$ cat config.mk
export PLATFORM = sky130hd
export DESIGN_NAME = dmem_arbiter_flat
export DESIGN_NICKNAME = d
export VERILOG_FILES = /design/src/rtl/dmem_pkg.sv /design/src/rtl/dmem_arbiter_if.sv /design/src/rtl/dmem_lane.sv /design/src/rtl/dmem_arbiter.sv /design/src/flat_wrapper.sv
export SDC_FILE = /design/constraint.sdc
export NUM_CORES = 1
export LEC_CHECK = 0
export CAP_MARGIN = 25
export CORE_UTILIZATION = 30
export DETAILED_ROUTE_END_ITERATION = 12
export PLACE_DENSITY = 0.61
export SYNTH_ARGS = -nofsm -noshare
export SYNTH_HDL_FRONTEND = slang
export SYNTH_SLANG_ARGS = --single-unit
$ cat constraint.sdc
create_clock -name clk -period 2.8 [get_ports clk]
set_input_delay 0.28 -clock clk [delete_from_list [all_inputs] [get_ports clk]]
set_output_delay 0.28 -clock clk [all_outputs]
set_load 0.02 [all_outputs]
$ cat src/rtl/dmem_pkg.sv
// Shared definitions for the data-memory arbiter: size codes, FSM states,
// default geometry and the alignment helper used at arbitration time.
package dmem_pkg;

    localparam int DEF_WIDTH = 32;
    localparam int DEF_DEPTH = 1024;

    localparam logic [1:0] SZ_BYTE = 2'b00;
    localparam logic [1:0] SZ_HALF = 2'b01;
    localparam logic [1:0] SZ_WORD = 2'b10;
    localparam logic [1:0] SZ_BAD  = 2'b11;

    typedef enum logic [2:0] {
        IDLE = 3'd0,
        RD   = 3'd1,
        WT   = 3'd2,
        WR   = 3'd3,
        DONE = 3'd4
    } state_t;

    // True when the access cannot be issued as encoded: reserved size code,
    // odd half address or a word address that is not 4-byte aligned.
    function automatic logic misaligned(input logic [1:0] size, input logic [1:0] lo);
        logic bad;
        case (size)
            SZ_BYTE: bad = 1'b0;
            SZ_HALF: bad = lo[0];
            SZ_WORD: bad = (lo != 2'b00);
            default: bad = 1'b1;
        endcase
        return bad;
    endfunction

endpackage

$ cat src/rtl/dmem_arbiter_if.sv
// One requester port of the arbiter: request fields driven by the requester,
// completion pulse, load data and error flag returned by the arbiter.
interface dmem_arbiter_if import dmem_pkg::*; #(
    parameter int WIDTH = DEF_WIDTH
) ();
    logic             req;
    logic             we;
    logic [1:0]       size;
    logic [WIDTH-1:0] addr;
    logic [WIDTH-1:0] wdata;
    logic             done;
    logic [WIDTH-1:0] rdata;
    logic             err;

    modport master (
        output req, we, size, addr, wdata,
        input  done, rdata, err
    );

    modport slave (
        input  req, we, size, addr, wdata,
        output done, rdata, err
    );
endinterface

$ cat src/rtl/dmem_lane.sv
// Little-endian lane logic: extracts a zero-extended byte/half/word from a
// memory word and merges store data into the addressed lane(s) of a word.
module dmem_lane import dmem_pkg::*; #(
    parameter int WIDTH = DEF_WIDTH
) (
    input  logic [1:0]       size,
    input  logic [1:0]       addr_lo,
    input  logic [WIDTH-1:0] word,
    input  logic [WIDTH-1:0] wdata,
    output logic [WIDTH-1:0] extracted,
    output logic [WIDTH-1:0] merged
);
    localparam int NBYTES = WIDTH / 8;

    logic [WIDTH-1:0] shifted;

    // Bring the addressed lane down to bit 0 before masking.
    assign shifted = word >> {addr_lo, 3'b000};

    // Zero-extend the addressed byte or half; a word passes straight through.
    always_comb begin
        extracted = '0;
        case (size)
            SZ_BYTE: extracted[7:0]  = shifted[7:0];
            SZ_HALF: extracted[15:0] = shifted[15:0];
            default: extracted       = word;
        endcase
    end

    // Per byte lane: take store data where the access covers the lane,
    // otherwise keep the old memory byte.
    genvar gi;
    generate
        for (gi = 0; gi < NBYTES; gi++) begin : g_byte
            localparam logic [1:0] LANE = 2'(gi % 4);
            logic       hit;
            logic [7:0] src;

            if (gi < 4) begin : g_low
                // Byte stores replicate wdata[7:0]; halves take the low or high
                // byte of wdata[15:0] depending on lane parity.
                always_comb begin
                    hit = 1'b0;
                    src = wdata[8*gi +: 8];
                    case (size)
                        SZ_BYTE: begin
                            hit = (addr_lo == LANE);
                            src = wdata[7:0];
                        end
                        SZ_HALF: begin
                            hit = (addr_lo[1] == LANE[1]);
                            src = wdata[8*(gi%2) +: 8];
                        end
                        SZ_WORD: hit = 1'b1;
                        default: hit = 1'b0;
                    endcase
                end
            end else begin : g_high
                assign hit = (size == SZ_WORD);
                assign src = wdata[8*gi +: 8];
            end

            assign merged[8*gi +: 8] = hit ? src : word[8*gi +: 8];
        end
    endgenerate

endmodule

$ cat src/rtl/dmem_arbiter.sv
// Two-port round-robin arbiter in front of a word memory. Sub-word stores
// are done as read-modify-write; illegal accesses complete with err and
// never touch memory.
module dmem_arbiter import dmem_pkg::*; #(
    parameter int WIDTH = DEF_WIDTH,
    parameter int DEPTH = DEF_DEPTH
) (
    input  logic             clk,
    input  logic             reset,
    dmem_arbiter_if.slave    p0,
    dmem_arbiter_if.slave    p1,
    output logic             mem_write,
    output logic             mem_read,
    output logic [WIDTH-1:0] address,
    output logic [WIDTH-1:0] write_data,
    input  logic [WIDTH-1:0] mem_data
);
    state_t           state_reg, state_next;

    logic             grant_reg;
    logic             rr_last_reg;
    logic             we_reg;
    logic [1:0]       size_reg;
    logic [WIDTH-1:0] addr_reg;
    logic [WIDTH-1:0] wdata_reg;
    logic [WIDTH-1:0] merged_reg;
    logic [WIDTH-1:0] rdata_reg [2];
    logic             err_reg   [2];

    logic             any_req;
    logic             win;
    logic             sel_we;
    logic [1:0]       sel_size;
    logic [WIDTH-1:0] sel_addr;
    logic [WIDTH-1:0] sel_wdata;
    logic             sel_err;
    logic [WIDTH-1:0] word_idx;
    logic [WIDTH-1:0] lane_extracted;
    logic [WIDTH-1:0] lane_merged;

    // Round-robin pick: on a tie the port not granted last wins.
    always_comb begin
        any_req   = p0.req | p1.req;
        win       = p0.req ? (p1.req ? ~rr_last_reg : 1'b0) : 1'b1;
        sel_we    = win ? p1.we    : p0.we;
        sel_size  = win ? p1.size  : p0.size;
        sel_addr  = win ? p1.addr  : p0.addr;
        sel_wdata = win ? p1.wdata : p0.wdata;
        sel_err   = misaligned(sel_size, sel_addr[1:0])
                  | ((sel_addr >> 2) >= WIDTH'(DEPTH));
    end

    assign word_idx = addr_reg >> 2;

    dmem_lane #(.WIDTH(WIDTH)) u_lane (
        .size      (size_reg),
        .addr_lo   (addr_reg[1:0]),
        .word      (mem_data),
        .wdata     (wdata_reg),
        .extracted (lane_extracted),
        .merged    (lane_merged)
    );

    // FSM state register.
    always_ff @(posedge clk) begin
        if (reset) begin
            state_reg <= IDLE;
        end else begin
            state_reg <= state_next;
        end
    end

    // Next state and memory strobes; strobes exist only in RD and WR.
    always_comb begin
        state_next = state_reg;
        mem_read   = 1'b0;
        mem_write  = 1'b0;
        address    = '0;
        write_data = '0;
        case (state_reg)
            IDLE: begin
                if (any_req) begin
                    if (sel_err) begin
                        state_next = DONE;
                    end else if (sel_we && (sel_size == SZ_WORD)) begin
                        state_next = WR;
                    end else begin
                        state_next = RD;
                    end
                end
            end
            RD: begin
                mem_read   = 1'b1;
                address    = word_idx;
                state_next = WT;
            end
            WT: begin
                state_next = we_reg ? WR : DONE;
            end
            WR: begin
                mem_write  = 1'b1;
                address    = word_idx;
                write_data = (size_reg == SZ_WORD) ? wdata_reg : merged_reg;
                state_next = DONE;
            end
            DONE: begin
                state_next = IDLE;
            end
            default: begin
                state_next = IDLE;
            end
        endcase
    end

    // Grant latching, lane results and per-port result registers. Results
    // are written on the edge entering DONE so they line up with done.
    always_ff @(posedge clk) begin
        if (reset) begin
            grant_reg    <= 1'b0;
            rr_last_reg  <= 1'b1;
            we_reg       <= 1'b0;
            size_reg     <= SZ_BYTE;
            addr_reg     <= '0;
            wdata_reg    <= '0;
            merged_reg   <= '0;
            rdata_reg[0] <= '0;
            rdata_reg[1] <= '0;
            err_reg[0]   <= 1'b0;
            err_reg[1]   <= 1'b0;
        end else begin
            case (state_reg)
                IDLE: begin
                    if (any_req) begin
                        grant_reg   <= win;
                        rr_last_reg <= win;
                        we_reg      <= sel_we;
                        size_reg    <= sel_size;
                        addr_reg    <= sel_addr;
                        wdata_reg   <= sel_wdata;
                        if (sel_err) begin
                            rdata_reg[win] <= '0;
                            err_reg[win]   <= 1'b1;
                        end
                    end
                end
                WT: begin
                    if (we_reg) begin
                        merged_reg <= lane_merged;
                    end else begin
                        rdata_reg[grant_reg] <= lane_extracted;
                        err_reg[grant_reg]   <= 1'b0;
                    end
                end
                WR: begin
                    rdata_reg[grant_reg] <= '0;
                    err_reg[grant_reg]   <= 1'b0;
                end
                default: begin
                end
            endcase
        end
    end

    assign p0.done  = (state_reg == DONE) && !grant_reg;
    assign p1.done  = (state_reg == DONE) &&  grant_reg;
    assign p0.rdata = rdata_reg[0];
    assign p1.rdata = rdata_reg[1];
    assign p0.err   = err_reg[0];
    assign p1.err   = err_reg[1];

endmodule
$ cat src/flat_wrapper.sv
// flat-port wrapper written by rule: the top's interface ports become plain ports
module dmem_arbiter_flat import dmem_pkg::*;
#(
    parameter int WIDTH = DEF_WIDTH,
    parameter int DEPTH = DEF_DEPTH
)
  (clk, reset, mem_write, mem_read, address, write_data, mem_data, p0_req, p0_we, p0_size, p0_addr, p0_wdata, p0_done, p0_rdata, p0_err, p1_req, p1_we, p1_size, p1_addr, p1_wdata, p1_done, p1_rdata, p1_err);
  dmem_arbiter_if #(.WIDTH(WIDTH)) p0_i ();
  dmem_arbiter_if #(.WIDTH(WIDTH)) p1_i ();
  input  logic clk;
  input  logic reset;
  output logic mem_write;
  output logic mem_read;
  output logic [WIDTH-1:0] address;
  output logic [WIDTH-1:0] write_data;
  input  logic [WIDTH-1:0] mem_data;
  input wire logic [$bits(p0_i.req)-1:0] p0_req;
  input wire logic [$bits(p0_i.we)-1:0] p0_we;
  input wire logic [$bits(p0_i.size)-1:0] p0_size;
  input wire logic [$bits(p0_i.addr)-1:0] p0_addr;
  input wire logic [$bits(p0_i.wdata)-1:0] p0_wdata;
  output wire logic [$bits(p0_i.done)-1:0] p0_done;
  output wire logic [$bits(p0_i.rdata)-1:0] p0_rdata;
  output wire logic [$bits(p0_i.err)-1:0] p0_err;
  input wire logic [$bits(p1_i.req)-1:0] p1_req;
  input wire logic [$bits(p1_i.we)-1:0] p1_we;
  input wire logic [$bits(p1_i.size)-1:0] p1_size;
  input wire logic [$bits(p1_i.addr)-1:0] p1_addr;
  input wire logic [$bits(p1_i.wdata)-1:0] p1_wdata;
  output wire logic [$bits(p1_i.done)-1:0] p1_done;
  output wire logic [$bits(p1_i.rdata)-1:0] p1_rdata;
  output wire logic [$bits(p1_i.err)-1:0] p1_err;
  assign p0_i.req = p0_req;
  assign p0_i.we = p0_we;
  assign p0_i.size = p0_size;
  assign p0_i.addr = p0_addr;
  assign p0_i.wdata = p0_wdata;
  assign p0_done = p0_i.done;
  assign p0_rdata = p0_i.rdata;
  assign p0_err = p0_i.err;
  assign p1_i.req = p1_req;
  assign p1_i.we = p1_we;
  assign p1_i.size = p1_size;
  assign p1_i.addr = p1_addr;
  assign p1_i.wdata = p1_wdata;
  assign p1_done = p1_i.done;
  assign p1_rdata = p1_i.rdata;
  assign p1_err = p1_i.err;
  dmem_arbiter #(.WIDTH(WIDTH), .DEPTH(DEPTH)) u_core (.clk(clk), .reset(reset), .p0(p0_i), .p1(p1_i), .mem_write(mem_write), .mem_read(mem_read), .address(address), .write_data(write_data), .mem_data(mem_data));
endmodule
## After elaboration in Yosys (flattened, before gate mapping)

Memory sizes are Yosys's and may differ from the RTL's.
Index checks and enable logic that the tools add are counted.

- Memories kept: 2
- Word-level logic and storage cells: 105
- Output and inout bits: 134
- Bits in writable memories: 66
- Register bits: 104
- Input bits: 170

Memory list:

| name | depth | width | rd ports | clocked after memory_dff | write ports | line | text |
|---|---|---|---|---|---|---|---|
| u_core.rdata_reg | 2 | 32 | 2 | 0 | 2 | dmem_arbiter.sv:27 | `logic [WIDTH-1:0] rdata_reg [2];` |
| u_core.err_reg | 2 | 1 | 2 | 0 | 2 | dmem_arbiter.sv:28 | `logic err_reg [2];` |

- Mux-type cells: 58
- Magnitude comparators: 1
- Shift operators: 1
- Bitwise logic cells: 6
- Reduce and logical (&&, ||, !) cells: 17
- Eq/ne operators: 12

Operators with widths:

| kind | number |
|---|---|
| $mux W32 | 7 |
| $reduce_or A32 Y1 | 2 |
| $mux W8 | 7 |
| $pmux W8 S2 | 2 |
| $shr A32 B5 Y16 | 1 |
| $ge A30 B11 Y1 const B | 1 |
| $mux W30 | 1 |
| $mux W1 | 29 |
| $mux W16 | 1 |
| $pmux W1 S3 | 5 |
| $pmux W3 S4 | 1 |
| $mux W3 | 3 |
| $eq A2 B2 Y1 const B | 4 |
| $eq A2 B1 Y1 const B | 3 |
| $eq A3 B2 Y1 const B | 2 |
| $logic_not A2 Y1 | 3 |
| $mux W2 | 2 |
| $or A1 B1 Y1 | 4 |
| $reduce_and A2 Y1 | 2 |
| $reduce_or A2 Y1 | 2 |
| $eq A3 B1 Y1 const B | 1 |
| $eq A3 B3 Y1 const B | 1 |
| $logic_and A1 B1 Y1 | 3 |
| $logic_not A3 Y1 | 1 |
| other kinds (5) | 7 |

## Logic depth before layout (Yosys ltp)

- Depth in word-level cells: 15
- Gate-level depth with buffers: 8
- Gate-level depth less buffers: 5

## Cells and area by module

From an unflattened synthesis, not the netlist that was laid out.

- Cell total of the unflattened synthesis: 1006
- Area total of the unflattened synthesis: 9357.7 sq um

Modules (own cells, without submodules):

| module | instances | cells an instance | sequential area each (sq um) | area an instance (sq um) |
|---|---|---|---|---|
| dmem_arbiter | 1 | 830 | 4063.9 | 7961.4 |
| dmem_lane | 1 | 176 | 0.0 | 1396.3 |

## Worst setup path after synthesis

No wires, ideal clock.

- Path type: input-to-reg
- Start point: input port p1_req
- End point: memory u_core.err_reg[1], enable pin
- Data arrival time: 2.019 ns
- Required time: 2.403 ns
- Path slack: 0.384 ns
- Setup time: 0.397 ns
- Buffers on the path: 2
- Stages on the path: 5
- Cell sequence: nor2b_1 nand2b_1 buf_2 clkbuf_1 a311o_1

RTL lines:

| element | line | text |
|---|---|---|
| from (decl) | flat_wrapper.sv:25 | `input wire logic [$bits(p1_i.req)-1:0] p1_req;` |
| to (decl) | dmem_arbiter.sv:28 |  |

## Worst setup path after layout

- Start point: register u_core.size_reg[1]
- End point: output port write_data[19]

- Word-level cells in the longest chain between the ends: 3

RTL lines:

| element | line | text |
|---|---|---|
| from (decl) | dmem_arbiter.sv:23 | `logic [1:0] size_reg;` |
| from (signal assigned) | dmem_arbiter.sv:137 | `size_reg <= sel_size;` |
| $eq A2 B2 Y1 | dmem_arbiter.sv:103 | `write_data = (size_reg == SZ_WORD) ? wdata_reg : merged_reg;` |
| $mux W32 | dmem_arbiter.sv:103 |  |
| $mux W32 | dmem_arbiter.sv:80 | `case (state_reg)` |
| to (decl) | flat_wrapper.sv:15 | `output logic [WIDTH-1:0] write_data;` |

Every way passes these cells.

==> metrics.yaml <==
grt:
  grt_pass1_vias: 7857
  grt-ovfl-total: 0
  antenna_found_initial: 0
  grt_max_degree: 138
  grt_pass1_wl_mm: 45.87
  grt.total_usage_pct: 20.66
sta:
  worstMarginPinSlew_ps: 829.7
  setup_violations: 0
  fmax_mhz: 367.2
  maxSlewViolCount: 0
  slew_headroom_pct: 44.48
  clock_skew_ps: 12.43
  hold_viol_final: 0
  rsz0062_at_grt: "false"
  period_share_pct: 97.25
  setup_tns_ps: 0
  period_needed_ps: 2723
power_and_ir_drop:
  ir_drop_mv: 0.3267
  power_density_nw_per_um2: 518.5
  power.leakage_nw: 4.604
  power_mw: 6.601
worst_setup_path:
  critPathCaptureType: "output port"
  worstSetupPathType: "reg -> out"
  crit_required_ps: 2520
  crit_slowest_cell: "clkdlybuf4s50_1"
  cp_num_buf_inv: 3
  slowest_delay_ps: 660
  critPathTopFamily: "buffers and inverters"
  cp_cell_sequence: "clkinv_1, nor2_2, buf_6, nand2_1, a21oi_1, clkdlybuf4s50_1"
  critPathMaxFanout: 24
  worstPathArrival_ps: 2440
  startpoint_type: "register"
synthesis:
  synth_compound_area_share_pct: 18.35
  synthesis.area_um2: 8692
  ys_ff_latch: 170
  yosys_warnings: 0
  synthMuxAreaShare_pct: 5.081
  async_reset_ff_share_pct: 0
  yosysSeqAreaShare_pct: 46.75
  synthAdderAreaFrac_pct: 0
  synth_xor_area_share_pct: 0
  yosysUniqueCellTypes: 48
  avgSynthCellArea_um2: 8.455
  synth_top_family_by_area: "simple AND/OR/NAND/NOR gates"
  synth_flop_cell: "dfxtp_1"
  yosys.area_share.simple_pct: 25.13
  synthCells: 1028
  synth-edff-count: 66
layout:
  drive_above_1_share_pct: 6.651
  n_antenna_cell: 0
  nets: 1465
  post-route-util_pct: 45.20
  area_growth_pct: 46.45
  largest_reg_flops: 64
floorplan:
  rows: 61
  start_util_pct: 30.86
  io_pins: 304
  core_um2: 28160
  die_h_um: 172.2
  die_w_um: 172.2
  dieArea_um2: 29660
clock_network:
  clkSinkCount: 170
  path_clk_slew_ps: 80
  clk-insertion-delay-late_ps: 440
  htreeDepth: 4
  postCtsSetupBuffers: 0
  cts_buffer_depth: 2
  numCtsBuffers: 17
  cts_tree: "yes"
  ctsHoldBuffers: 0
  cts-root-buf: "clkbuf_16"
routing:
  drc: 0
  routed_via_density: 4.986
  ant_nets: 0
  wl_per_cell_um: 18.43
  drtIter0Drc: 609
  first_pass_iters: 5
  drt_wl_total_mm: 31.07
  num_vias: 8406
job:
  maxCapViolCount: 0
min_path:
  hold_class: "in -> reg"
placement:
  gp_congestion: 0.8634
  dp_hpwl_mm: 23.12
  portBuffers: 301
run_status:
  outcome: "finished, final reports clean"
## placed cells by master (no fill, tap or decap), types with 2 or more instances in the layout
cell             Yosys  final
clkdlybuf4s50_1      0    292
nand2_1            258    258
nor2_1             131    129
dfxtp_1            104    103
a311oi_1            66     66
edfxtp_1            66     66
and2_1              63     63
a21oi_1             48     48
mux2i_1             43     43
buf_4                3     35
o21ai_0             21     21
nand3_1             19     19
a211oi_1            17     17
clkbuf_16            0     17
o211ai_1            16     16
o2bb2ai_1           15     15
a22o_1              15     15
nor4_1               9      9
inv_1                6      6
inv_6                0      6
nor2b_1              5      5
nand2b_1             5      4
o22ai_1              3      3
and3_1               3      3
clkinv_8             0      3
inv_8                0      3
buf_12               0      3
nor2_4               1      2
o21a_1               2      2
a311o_1              2      2
o21bai_1             2      2
nor3b_1              2      2
conb_1               1      2
inv_12               0      2
dlymetal6s2s_1       0      2
## worst register-to-register path, cell delays in order, from the launching register on
cell	delay (ps)
dfxtp_1	330
nor2b_1	270
nand2b_2	380
mux2i_1	210
nor2_1	680
and2_1	240
## cells by family after synthesis
group           Yosys count
compound gates          215
buf+inv                  95
flops                   170
mux                      44
other cells               1
simple gates            503
## power breakdown
part	switching (mW)	internal [mW]	leakage, nW
clock	1.22	1.22	0.294
sequential	0.124	2.73	1.56
combinational	0.698	0.606	2.75
total	2.05	4.56	4.60
## cells in the mapped netlist (all sizes together) (5+ instances only)
cell type / instances / area (um^2)
inv: 6 / 22.52
a311oi: 66 / 578.1
o21ai: 22 / 121.4
buf: 37 / 183.9
nor2: 132 / 503.0
nand2: 258 / 968.4
mux2i: 43 / 430.4
dfxtp: 104 / 2082
nand2b: 5 / 31.28
o2bb2ai: 15 / 131.4
a211oi: 17 / 127.6
a21oi: 48 / 240.2
clkbuf: 51 / 192.7
nor4: 9 / 56.30
and2: 63 / 394.1
a22o: 15 / 131.4
nand3: 19 / 95.09
nor2b: 6 / 40.04
o211ai: 16 / 120.1
edfxtp: 66 / 1982
## layer usage
metal	global-route usage, %	wire (um)
met2	30.65	13470
met3	4.944	2445
met1	28.72	14330
met5	0	0
met4	8.119	827
## what timing repair did
item,CTS,global route
setup endpoints to repair,1,10
gates resized for setup,1,3
pin swaps,0,0
## final cells by class
class	count	area, um^2
Sequential cell	170	4065
Tap cell	378	473.0
Multi-Input combinational cell	764	4245
Inverter	7	26.28
Clock inverter	15	176.4
Fill cell	2728	15430
Clock buffer	17	425.4
Timing Repair Buffer	335	3318
## through the flow
| stage | cells | instance area, um^2 | hold WS, ps | setup slack [ps] |
|---|---|---|---|---|
| after detailed placement | 1653 | 12090 | 450.6 | 57.47 |
| after global placement | 1653 | 12090 | 441.6 | 116.8 |
| after floorplan | 1029 | 8696 | 432.4 | 384.2 |
| after CTS | 1685 | 12690 | 92.36 | 9.660 |
| final | 1686 | 12730 | 102.4 | 76.96 |
| after global routing | 1686 | 12730 | 95.47 | 0.5609 |
## final timing paths
check | startpoint | to | slack, ps | cells after the start
max | u_core.size_reg[1] | write_data[19] | 80 | 6
min | reset | u_core.merged_reg[7] | 100 | 2
max reg2reg | u_core.rr_last_reg | u_core.rdata_reg[1][30] | 570 | 5
min reg2reg | u_core.merged_reg[17] | u_core.merged_reg[17] | 460 | 2
Power figures use the tool's default switching activity.
